**config.mk**
```make
export PLATFORM = sky130hd
export DESIGN_NAME = mor1kx_wb_arbiter
export DESIGN_NICKNAME = d
export VERILOG_FILES = /design/src/rtl/mor1kx_wb_arbiter.sv
export SDC_FILE = /design/constraint.sdc
export NUM_CORES = 1
export LEC_CHECK = 0
export BUFFER_PORTS_ARGS = -buffer_cell sky130_fd_sc_hd__buf_4
export CAP_MARGIN = 0
export CORE_AREA = 4 4 128 130
export DETAILED_ROUTE_END_ITERATION = 7
export DIE_AREA = 0 0 132 134
export SYNTH_ARGS = -nofsm -noshare
export SYNTH_HDL_FRONTEND = slang
export SYNTH_SLANG_ARGS = --single-unit
```
**constraint.sdc**
```tcl
create_clock -name clk -period 5.5 [get_ports clk]
set_clock_uncertainty 0.2 [all_clocks]
set_input_delay 1.1 -clock clk [delete_from_list [all_inputs] [get_ports clk]]
set_output_delay 1.1 -clock clk [all_outputs]
set_load 0.01 [all_outputs]
```
**src/rtl/mor1kx_wb_arbiter.sv**
```systemverilog
// rtl/mor1kx_wb_arbiter.sv - two-master Wishbone B3 arbiter (iwb/dwb) with hung-transfer watchdog
module mor1kx_wb_arbiter #(
  parameter int AW      = 32,
  parameter int DW      = 32,
  parameter int TIMEOUT = 255,
  parameter int PRIO_D  = 1
) (
  input  logic            clk,
  input  logic            rst_n,
  input  logic            iwb_cyc_i,
  input  logic            iwb_stb_i,
  input  logic            iwb_we_i,
  input  logic [AW-1:0]   iwb_adr_i,
  input  logic [DW/8-1:0] iwb_sel_i,
  input  logic [2:0]      iwb_cti_i,
  input  logic [1:0]      iwb_bte_i,
  input  logic [DW-1:0]   iwb_dat_i,
  output logic [DW-1:0]   iwb_dat_o,
  output logic            iwb_ack_o,
  output logic            iwb_err_o,
  output logic            iwb_rty_o,
  input  logic            dwb_cyc_i,
  input  logic            dwb_stb_i,
  input  logic            dwb_we_i,
  input  logic [AW-1:0]   dwb_adr_i,
  input  logic [DW/8-1:0] dwb_sel_i,
  input  logic [2:0]      dwb_cti_i,
  input  logic [1:0]      dwb_bte_i,
  input  logic [DW-1:0]   dwb_dat_i,
  output logic [DW-1:0]   dwb_dat_o,
  output logic            dwb_ack_o,
  output logic            dwb_err_o,
  output logic            dwb_rty_o,
  output logic            wbs_cyc_o,
  output logic            wbs_stb_o,
  output logic            wbs_we_o,
  output logic [AW-1:0]   wbs_adr_o,
  output logic [DW/8-1:0] wbs_sel_o,
  output logic [2:0]      wbs_cti_o,
  output logic [1:0]      wbs_bte_o,
  output logic [DW-1:0]   wbs_dat_o,
  input  logic [DW-1:0]   wbs_dat_i,
  input  logic            wbs_ack_i,
  input  logic            wbs_err_i,
  input  logic            wbs_rty_i,
  output logic [1:0]      grant_o,
  output logic            timeout_o
);

  // A zero TIMEOUT would give a zero-width counter; keep one bit and hold it at 0.
  localparam int CW = (TIMEOUT > 0) ? $clog2(TIMEOUT + 1) : 1;

  typedef enum logic [1:0] {
    IDLE  = 2'd0,
    OWN_I = 2'd1,
    OWN_D = 2'd2
  } state_t;

  state_t        state, state_nx;
  logic          last_d, last_d_nx;
  logic [CW-1:0] cnt, cnt_nx;
  logic          own_i, own_d;
  logic          owner_cyc, owner_stb;
  logic          slave_term;
  logic          expire;

  assign own_i      = (state == OWN_I);
  assign own_d      = (state == OWN_D);
  assign slave_term = wbs_ack_i | wbs_err_i | wbs_rty_i;

  always_comb begin
    owner_cyc = 1'b0;
    owner_stb = 1'b0;
    wbs_we_o  = 1'b0;
    wbs_adr_o = '0;
    wbs_sel_o = '0;
    wbs_cti_o = '0;
    wbs_bte_o = '0;
    wbs_dat_o = '0;
    case (state)
      OWN_I: begin
        owner_cyc = iwb_cyc_i;
        owner_stb = iwb_stb_i;
        wbs_we_o  = iwb_we_i;
        wbs_adr_o = iwb_adr_i;
        wbs_sel_o = iwb_sel_i;
        wbs_cti_o = iwb_cti_i;
        wbs_bte_o = iwb_bte_i;
        wbs_dat_o = iwb_dat_i;
      end
      OWN_D: begin
        owner_cyc = dwb_cyc_i;
        owner_stb = dwb_stb_i;
        wbs_we_o  = dwb_we_i;
        wbs_adr_o = dwb_adr_i;
        wbs_sel_o = dwb_sel_i;
        wbs_cti_o = dwb_cti_i;
        wbs_bte_o = dwb_bte_i;
        wbs_dat_o = dwb_dat_i;
      end
      default: ;
    endcase
  end

  // A slave termination in the expiry cycle wins over the forced err.
  assign expire = (TIMEOUT != 0) && (own_i || own_d) && owner_cyc && owner_stb &&
                  !slave_term && (cnt == CW'(TIMEOUT));

  always_comb begin
    state_nx  = state;
    last_d_nx = last_d;
    cnt_nx    = '0;
    if (!owner_cyc) begin
      if (iwb_cyc_i && dwb_cyc_i) state_nx = last_d ? OWN_I : OWN_D;
      else if (iwb_cyc_i)         state_nx = OWN_I;
      else if (dwb_cyc_i)         state_nx = OWN_D;
      else                        state_nx = IDLE;
    end
    if (state_nx == OWN_D)      last_d_nx = 1'b1;
    else if (state_nx == OWN_I) last_d_nx = 1'b0;
    if ((TIMEOUT != 0) && (state_nx == state) && (state != IDLE) &&
        owner_stb && !slave_term && !expire)
      cnt_nx = cnt + CW'(1);
  end

  always_ff @(posedge clk) begin
    if (!rst_n) begin
      state  <= IDLE;
      last_d <= (PRIO_D == 0);
      cnt    <= '0;
    end else begin
      state  <= state_nx;
      last_d <= last_d_nx;
      cnt    <= cnt_nx;
    end
  end

  assign wbs_cyc_o = owner_cyc;
  assign wbs_stb_o = owner_stb & ~expire;

  assign iwb_dat_o = wbs_dat_i;
  assign dwb_dat_o = wbs_dat_i;
  assign iwb_ack_o = own_i & wbs_ack_i;
  assign iwb_err_o = own_i & (wbs_err_i | expire);
  assign iwb_rty_o = own_i & wbs_rty_i;
  assign dwb_ack_o = own_d & wbs_ack_i;
  assign dwb_err_o = own_d & (wbs_err_i | expire);
  assign dwb_rty_o = own_d & wbs_rty_i;

  assign grant_o   = {own_d, own_i};
  assign timeout_o = expire;

endmodule

```
==> qor.csv, run 1 <==
stage,metric,value,unit
setup_path,reg2reg end,last_d,
floorplan,row count,45,
setup_path,worst r2r src,state[0],
clock_network,H-tree levels,1,
synth,synth warn,0,
setup_path,CP max stage cell,ha_2,
sta,post-route clock period utilization,0.670,
sta,Fmax achieved,0.271,GHz
worst_hold_path,Worst Hold Class,reg -> reg,
setup_path,r2r setup slk,2850,ps
setup_path,Worst Path Required,4200,ps
global_route,grt total ovfl,0,
final_layout,Final Util,0.255,
drt,# DRC,0,
setup_path,critical path class,reg -> out,
synth,Mean Syn Cell Area,7.33,um^2
clock_network,Post-CTS Hold Fix Bufs,0,
clock_network,clk slew on worst S/H paths,40,ps
power,Switch Pwr,152,uW
global_route,first-pass GRT wire length,16000,um
synth,Syn Inst Count,314,
power,Max VDD drop,0.000116,V
drt,DR pass1 iterations,7,
worst_hold_path,Hold Path Stages,1,
placed_design,final HPWL from detailed placement,9100,um
clock_network,post-CTS setup buffer count,0,
drt,drt wl/cell,16.6,um
floorplan,Initial Util,0.152,
clock_network,Post-CTS Resized,0,
drt,final WL,11000,um
synth,number of synthesized flops with an enable pin,0,
setup_path,Setup crit end,iwb_err_o,
synth,"count leader, synth",nor2b_1,
final_layout,Area growth syn-to-layout,67.6,%
synth,ranking of synthesized cells by area,"a22oi_1, buf_4, nor2b_1",
synth,Synth async-reset ratio,0,
setup_path,WP data arrival,2380,ps
clock_network,Root Buffer,clkbuf_16,
global_route,initial antenna violation count,0,
setup_path,"CP delay by family, top",adder cells,
sta,max-slew violations,0,
floorplan,Core ar.,0.0151,mm^2
synth,post-synth top area share,0.241,
clock_network,CTS Sinks,11,
sta,setup violators final,0,
job,number of max-cap violations,0,
global_route,vias in the first global route,2862,
setup_path,logic depth of the worst setup path including buffers,7,
final_layout,final cell count without fillers,659,
setup_path,Critical Path Start,state[0],
setup_path,crit end category,output pin,
setup_path,critical path buffer and inverter count,2,
drt,Detail Route Antenna Nets,0,
floorplan,Die W,132,um
global_route,largest net degree at the start of global routing,53,
placed_design,GPL Wtd Cong,0.738,
power,Sw Ratio,0.313,
final_layout,# nets final,666,
sta,actual slew at the worst max-slew pin,782,ps
placed_design,placed cells,655,
setup_path,Crit Path Max Fanout,38,
synth,register bit total from synthesis,11,
floorplan,die height,134,um
drt,Vias/cell,4.26,
setup_path,R2R depth,8,
synth,Synth Cell Area,0.00230,mm^2
synth,top_reg_cell synth,dfxtp_1,
power,PD cells,126,mW/mm^2
power,power share of the sequential group,0.172,
sta,Final Hold Viols,0,
final_layout,FILL cells,1689,
final_layout,number of antenna diodes,0,
placed_design,PortBufs,241,
synth,dominant cell type by area after synthesis,a22oi_1,
final_layout,share of layout cells above drive strength 1,0.550,
synth,Synth cell types,31,
sta,setup tns final,0,ps
floorplan,Die ar.,0.0177,mm^2
sta,Slew Limit Headroom,0.479,
sta,min cycle time layout,3680,ps
global_route,gr usage total,0.111,
power,Comb pwr share,0.556,
clock_network,CTS Buffer Depth,2,
setup_path,Crit path largest cell delay,690,ps
drt,Vias,2807,
clock_network,clock latency on the worst-skew pair,230,ps
synth,Commonest cells post-synth,"nor2b_1, a22oi_1, buf_4",
sta,RSZ-0062 raised after global routing,false,
drt,initial DRC count,83,
status,status,"complete, no violations",
power,PnR Total Power,486,uW
floorplan,I/O Pins,338,
power,P_int,333,uW
clock_network,CTS tree,done,
power,Clock power frac,0.272,
power,Leakage,0.00172,uW
setup_path,critical path startpoint category,flop,
synth,sequential element share of the synthesized area,0.0957,
clock_network,TritonCTS Buffers,3,
synth,Synth Net Count,508,
setup_path,worst path cell trace,inv_1 > ha_2 > a22o_1 > nand2_1 > nor4bb_4 > o21a_1 > buf_4,
[logic make-up (layout without fill, tap and decap cells)]
kind of cell / Yosys count / count (layout) / share of synthesized area
fa+ha+maj: 5 / 5 / 0.0272
compound gates: 82 / 82 / 0.273
mux: 3 / 3 / 0.0136
xor+xnor: 6 / 6 / 0.0228
buf+inv: 97 / 254 / 0.271
simple gates: 110 / 110 / 0.296
flops: 11 / 11 / 0.0957
[worst min-delay path by stage]
stage / end / start / slack [ps]
detailed placement: cnt[0] / cnt[0] / 290
finish: cnt[0] / cnt[0] / 300
CTS: cnt[0] / cnt[0] / 300
global placement: cnt[0] / cnt[0] / 280
floorplan: cnt[0] / cnt[0] / 260
global route: cnt[0] / cnt[0] / 330
[power by group through the flow]
stage / clock, uW / sequential, uW / combinational, uW
2_1_floorplan: 0 / 84.3 / 168
3_3_place_gp: 0 / 84.6 / 273
3_5_place_dp: 0 / 84.7 / 273
4_1_cts: 137 / 83.3 / 274
5_1_grt: 141 / 83.6 / 293
6_report: 132 / 83.4 / 270
[layout make-up]
cell class	instances	area [um^2]	area share
Timing Repair Buffer	245	1840	0.477
Sequential cell	11	220	0.0571
Inverter	5	18.8	0.00487
Tap cell	188	235	0.0610
Clock buffer	4	78.8	0.0204
Multi-Input combinational cell	206	1460	0.380
[flip-flops by register name, summed over array words and instances (netlist names)]
signal and flops:
state 2, cnt 8, last_d 1
[worst reg2reg max path: stages (launching register included)]
cell	delay (ps)
dfxtp_1	330
inv_1	100
ha_2	690
a22o_4	220
nand2_2	120
mux2_2	340
ha_1	290
mux2i_1	180
nor2b_1	60
[cell usage in the layout, fill, tap and decap left out, drive strengths merged]
master and count:
a22o 2, a22oi 74, a31o 1, a31oi 1, and2 5, buf 245
clkbuf 4, dfxtp 11, ha 5, inv 5, mux2 1, mux2i 2
nand2 7, nand3 3, nand4 2, nor2 4, nor2b 77, nor3 10
nor3b 1, nor4bb 1, o21a 2, o21ai 1, o221a 1, xnor2 5
xor2 1
[metrics by stage]
stage	instance area [um^2]	worst slack [ps]	hold slack [ps]
floorplan	2300	2250	255
global placement	3780	2050	282
detailed placement	3780	2040	293
CTS	3860	1780	304
global route	3860	1630	328
finish	3860	1820	301
[per-layer routing]
layer / routed length, um / GRT usage / up-vias / part of all wire
li1: - / - / 1350 / -
met5: 0 / 0 / - / 0
met3: 1070 / 0.0413 / 33 / 0.098
met4: 292 / 0.0333 / 0 / 0.027
met2: 5360 / 0.193 / 165 / 0.49
met1: 4230 / 0.126 / 1259 / 0.39
No activity file was read; power rests on OpenSTA's default activity.
==> run 2, diff against run 1 <==
--- a/config.mk
+++ b/config.mk
@@ -7,9 +7,9 @@
 export LEC_CHECK = 0
 export BUFFER_PORTS_ARGS = -buffer_cell sky130_fd_sc_hd__buf_4
 export CAP_MARGIN = 0
-export CORE_AREA = 4 4 128 130
+export CORE_AREA = 4 4 131 133
 export DETAILED_ROUTE_END_ITERATION = 7
-export DIE_AREA = 0 0 132 134
+export DIE_AREA = 0 0 135 137
 export SYNTH_ARGS = -nofsm -noshare
 export SYNTH_HDL_FRONTEND = slang
 export SYNTH_SLANG_ARGS = --single-unit
==> constraint.sdc (replaced) <==
create_clock -name clk -period 3.11 [get_ports clk]
set_clock_uncertainty 0.2 [all_clocks]
set_input_delay 0.622 -clock clk [delete_from_list [all_inputs] [get_ports clk]]
set_output_delay 0.622 -clock clk [all_outputs]
set_load 0.01 [all_outputs]
==> run 2 against run 1 <==
Cell count increased by 4.6%. Die area increased by 4.6%. Sequential cell count unchanged. Clock-buffer cell count decreased by 1. Non-clock buffer count increased by 2. Global-route usage decreased by 1.0 points. Register-to-register slack got worse by 2100 ps.
==> qor.csv, run 2 (synthesis gave the netlist of run 1 again) <==
stage,metric,value,unit
power,Comb pwr share,0.558,
floorplan,I/O Pins,338,
floorplan,Die W,135,um
final_layout,Final Util,0.248,
global_route,grt total ovfl,0,
setup_path,critical path startpoint category,flop,
clock_network,TritonCTS Buffers,3,
clock_network,Post-CTS Resized,0,
sta,Fmax achieved,0.368,GHz
floorplan,Initial Util,0.145,
drt,Vias,2790,
sta,Slew Limit Headroom,0.728,
final_layout,"Most flops, register",cnt,
setup_path,critical path class,reg -> out,
power,P_int,594,uW
sta,actual slew at the worst max-slew pin,409,ps
power,Clock power frac,0.271,
setup_path,R2R depth,8,
final_layout,FILL cells,1770,
final_layout,share of layout cells above drive strength 1,0.554,
sta,RSZ-0062 raised after global routing,false,
setup_path,Crit Path Max Fanout,5,
power,Sw Ratio,0.313,
final_layout,most frequent cells in the layout,"buf_4, nor2b_1, a22oi_1",
power,PD cells,220,mW/mm^2
global_route,first-pass GRT wire length,15000,um
status,status,"complete, no violations",
setup_path,WP data arrival,1900,ps
clock_network,CTS Sinks,11,
final_layout,number of antenna diodes,0,
final_layout,Largest register FFs,8,
clock_network,Root Buffer,clkbuf_16,
power,Max VDD drop,0.000140,V
sta,Final Hold Viols,0,
placed_design,final HPWL from detailed placement,8770,um
setup_path,worst path cell trace,inv_1 > ha_2 > a22o_4 > nand2_2 > nor4bb_4 > o21a_1 > buf_4,
clock_network,clock latency on the worst-skew pair,240,ps
drt,final WL,10700,um
clock_network,Post-CTS Hold Fix Bufs,0,
clock_network,H-tree levels,1,
drt,DR pass1 iterations,4,
drt,drt wl/cell,15.6,um
floorplan,die height,137,um
sta,min cycle time layout,2720,ps
drt,initial DRC count,128,
worst_hold_path,Hold Path Stages,1,
floorplan,Die ar.,0.0185,mm^2
sta,max-slew violations,0,
placed_design,PortBufs,241,
final_layout,biggest regs,"cnt: 8 flops, state: 2 flops, last_d: 1 flops",
drt,Vias/cell,4.05,
drt,# DRC,0,
setup_path,Crit path largest cell delay,380,ps
worst_hold_path,Worst Hold Class,reg -> reg,
clock_network,CTS tree,done,
global_route,gr usage total,0.100,
final_layout,# nets final,668,
setup_path,Worst Path Required,2290,ps
clock_network,post-CTS setup buffer count,0,
sta,setup tns final,0,ps
sta,setup violators final,0,
global_route,largest net degree at the start of global routing,44,
placed_design,GPL Wtd Cong,0.740,
power,PnR Total Power,864,uW
setup_path,CP max stage cell,nor4bb_4,
floorplan,row count,46,
final_layout,"most common cell after layout, fill and taps aside",buf_4,
sta,post-route clock period utilization,0.874,
drt,Detail Route Antenna Nets,0,
global_route,initial antenna violation count,0,
setup_path,crit end category,output pin,
global_route,vias in the first global route,2763,
power,Leakage,0.00174,uW
power,Switch Pwr,270,uW
clock_network,clk slew on worst S/H paths,40,ps
clock_network,CTS Buffer Depth,2,
job,number of max-cap violations,0,
final_layout,Area growth syn-to-layout,70.9,%
power,power share of the sequential group,0.171,
floorplan,Core ar.,0.0158,mm^2
==> run 2: final cells by class <==
cell class | instances | area [um^2] | share of cell area
repair buffers | 247 | 1880 | 0.478
multi-input cells | 206 | 1460 | 0.372
well taps | 216 | 270 | 0.0687
flip-flops and latches | 11 | 220 | 0.0560
clock buffers | 3 | 75.1 | 0.0191
inverters | 5 | 18.8 | 0.00477
clock inverters | 1 | 5.00 | 0.00127
==> run 2: layer usage <==
layer	part of all wire	vias up	track usage
met5	0	-	0
met4	0.028	0	0.0370
met3	0.12	37	0.0309
met2	0.48	171	0.171
met1	0.38	1231	0.119
li1	-	1351	-
==> run 2: per-stage QoR <==
step	hold WS (ps)	setup slack, ps	std cells	area [um^2]
after floorplan	255	750	314	2300
after global placement	273	631	685	3850
after detailed placement	282	563	685	3850
after CTS	287	369	689	3930
after global routing	296	217	689	3930
final	283	391	689	3930
==> run 2: worst paths after layout <==
check	startpoint	to	slack (ps)
setup / recovery	state[1]	iwb_err_o	390
hold / removal	cnt[0]	cnt[0]	280
setup reg to reg	state[1]	last_d	770
hold reg to reg	cnt[0]	cnt[0]	280
==> run 2: power by group through the flow <==
stage          clock, uW  combinational, uW  sequential [uW]
2_1_floorplan          0                297              149
3_3_place_gp           0                490              150
3_5_place_dp           0                492              150
4_1_cts              242                494              147
5_1_grt              253                525              148
6_report             235                482              147
==> run 2: critical path: cells and delay by family (launching register included) <==
family / cells / cell delay, ps
and+or+nand+nor: 2 / 490
DFF: 1 / 330
AOI/OAI and AO/OA: 2 / 320
adders and majority gates: 1 / 260
buffers and inverters: 2 / 240
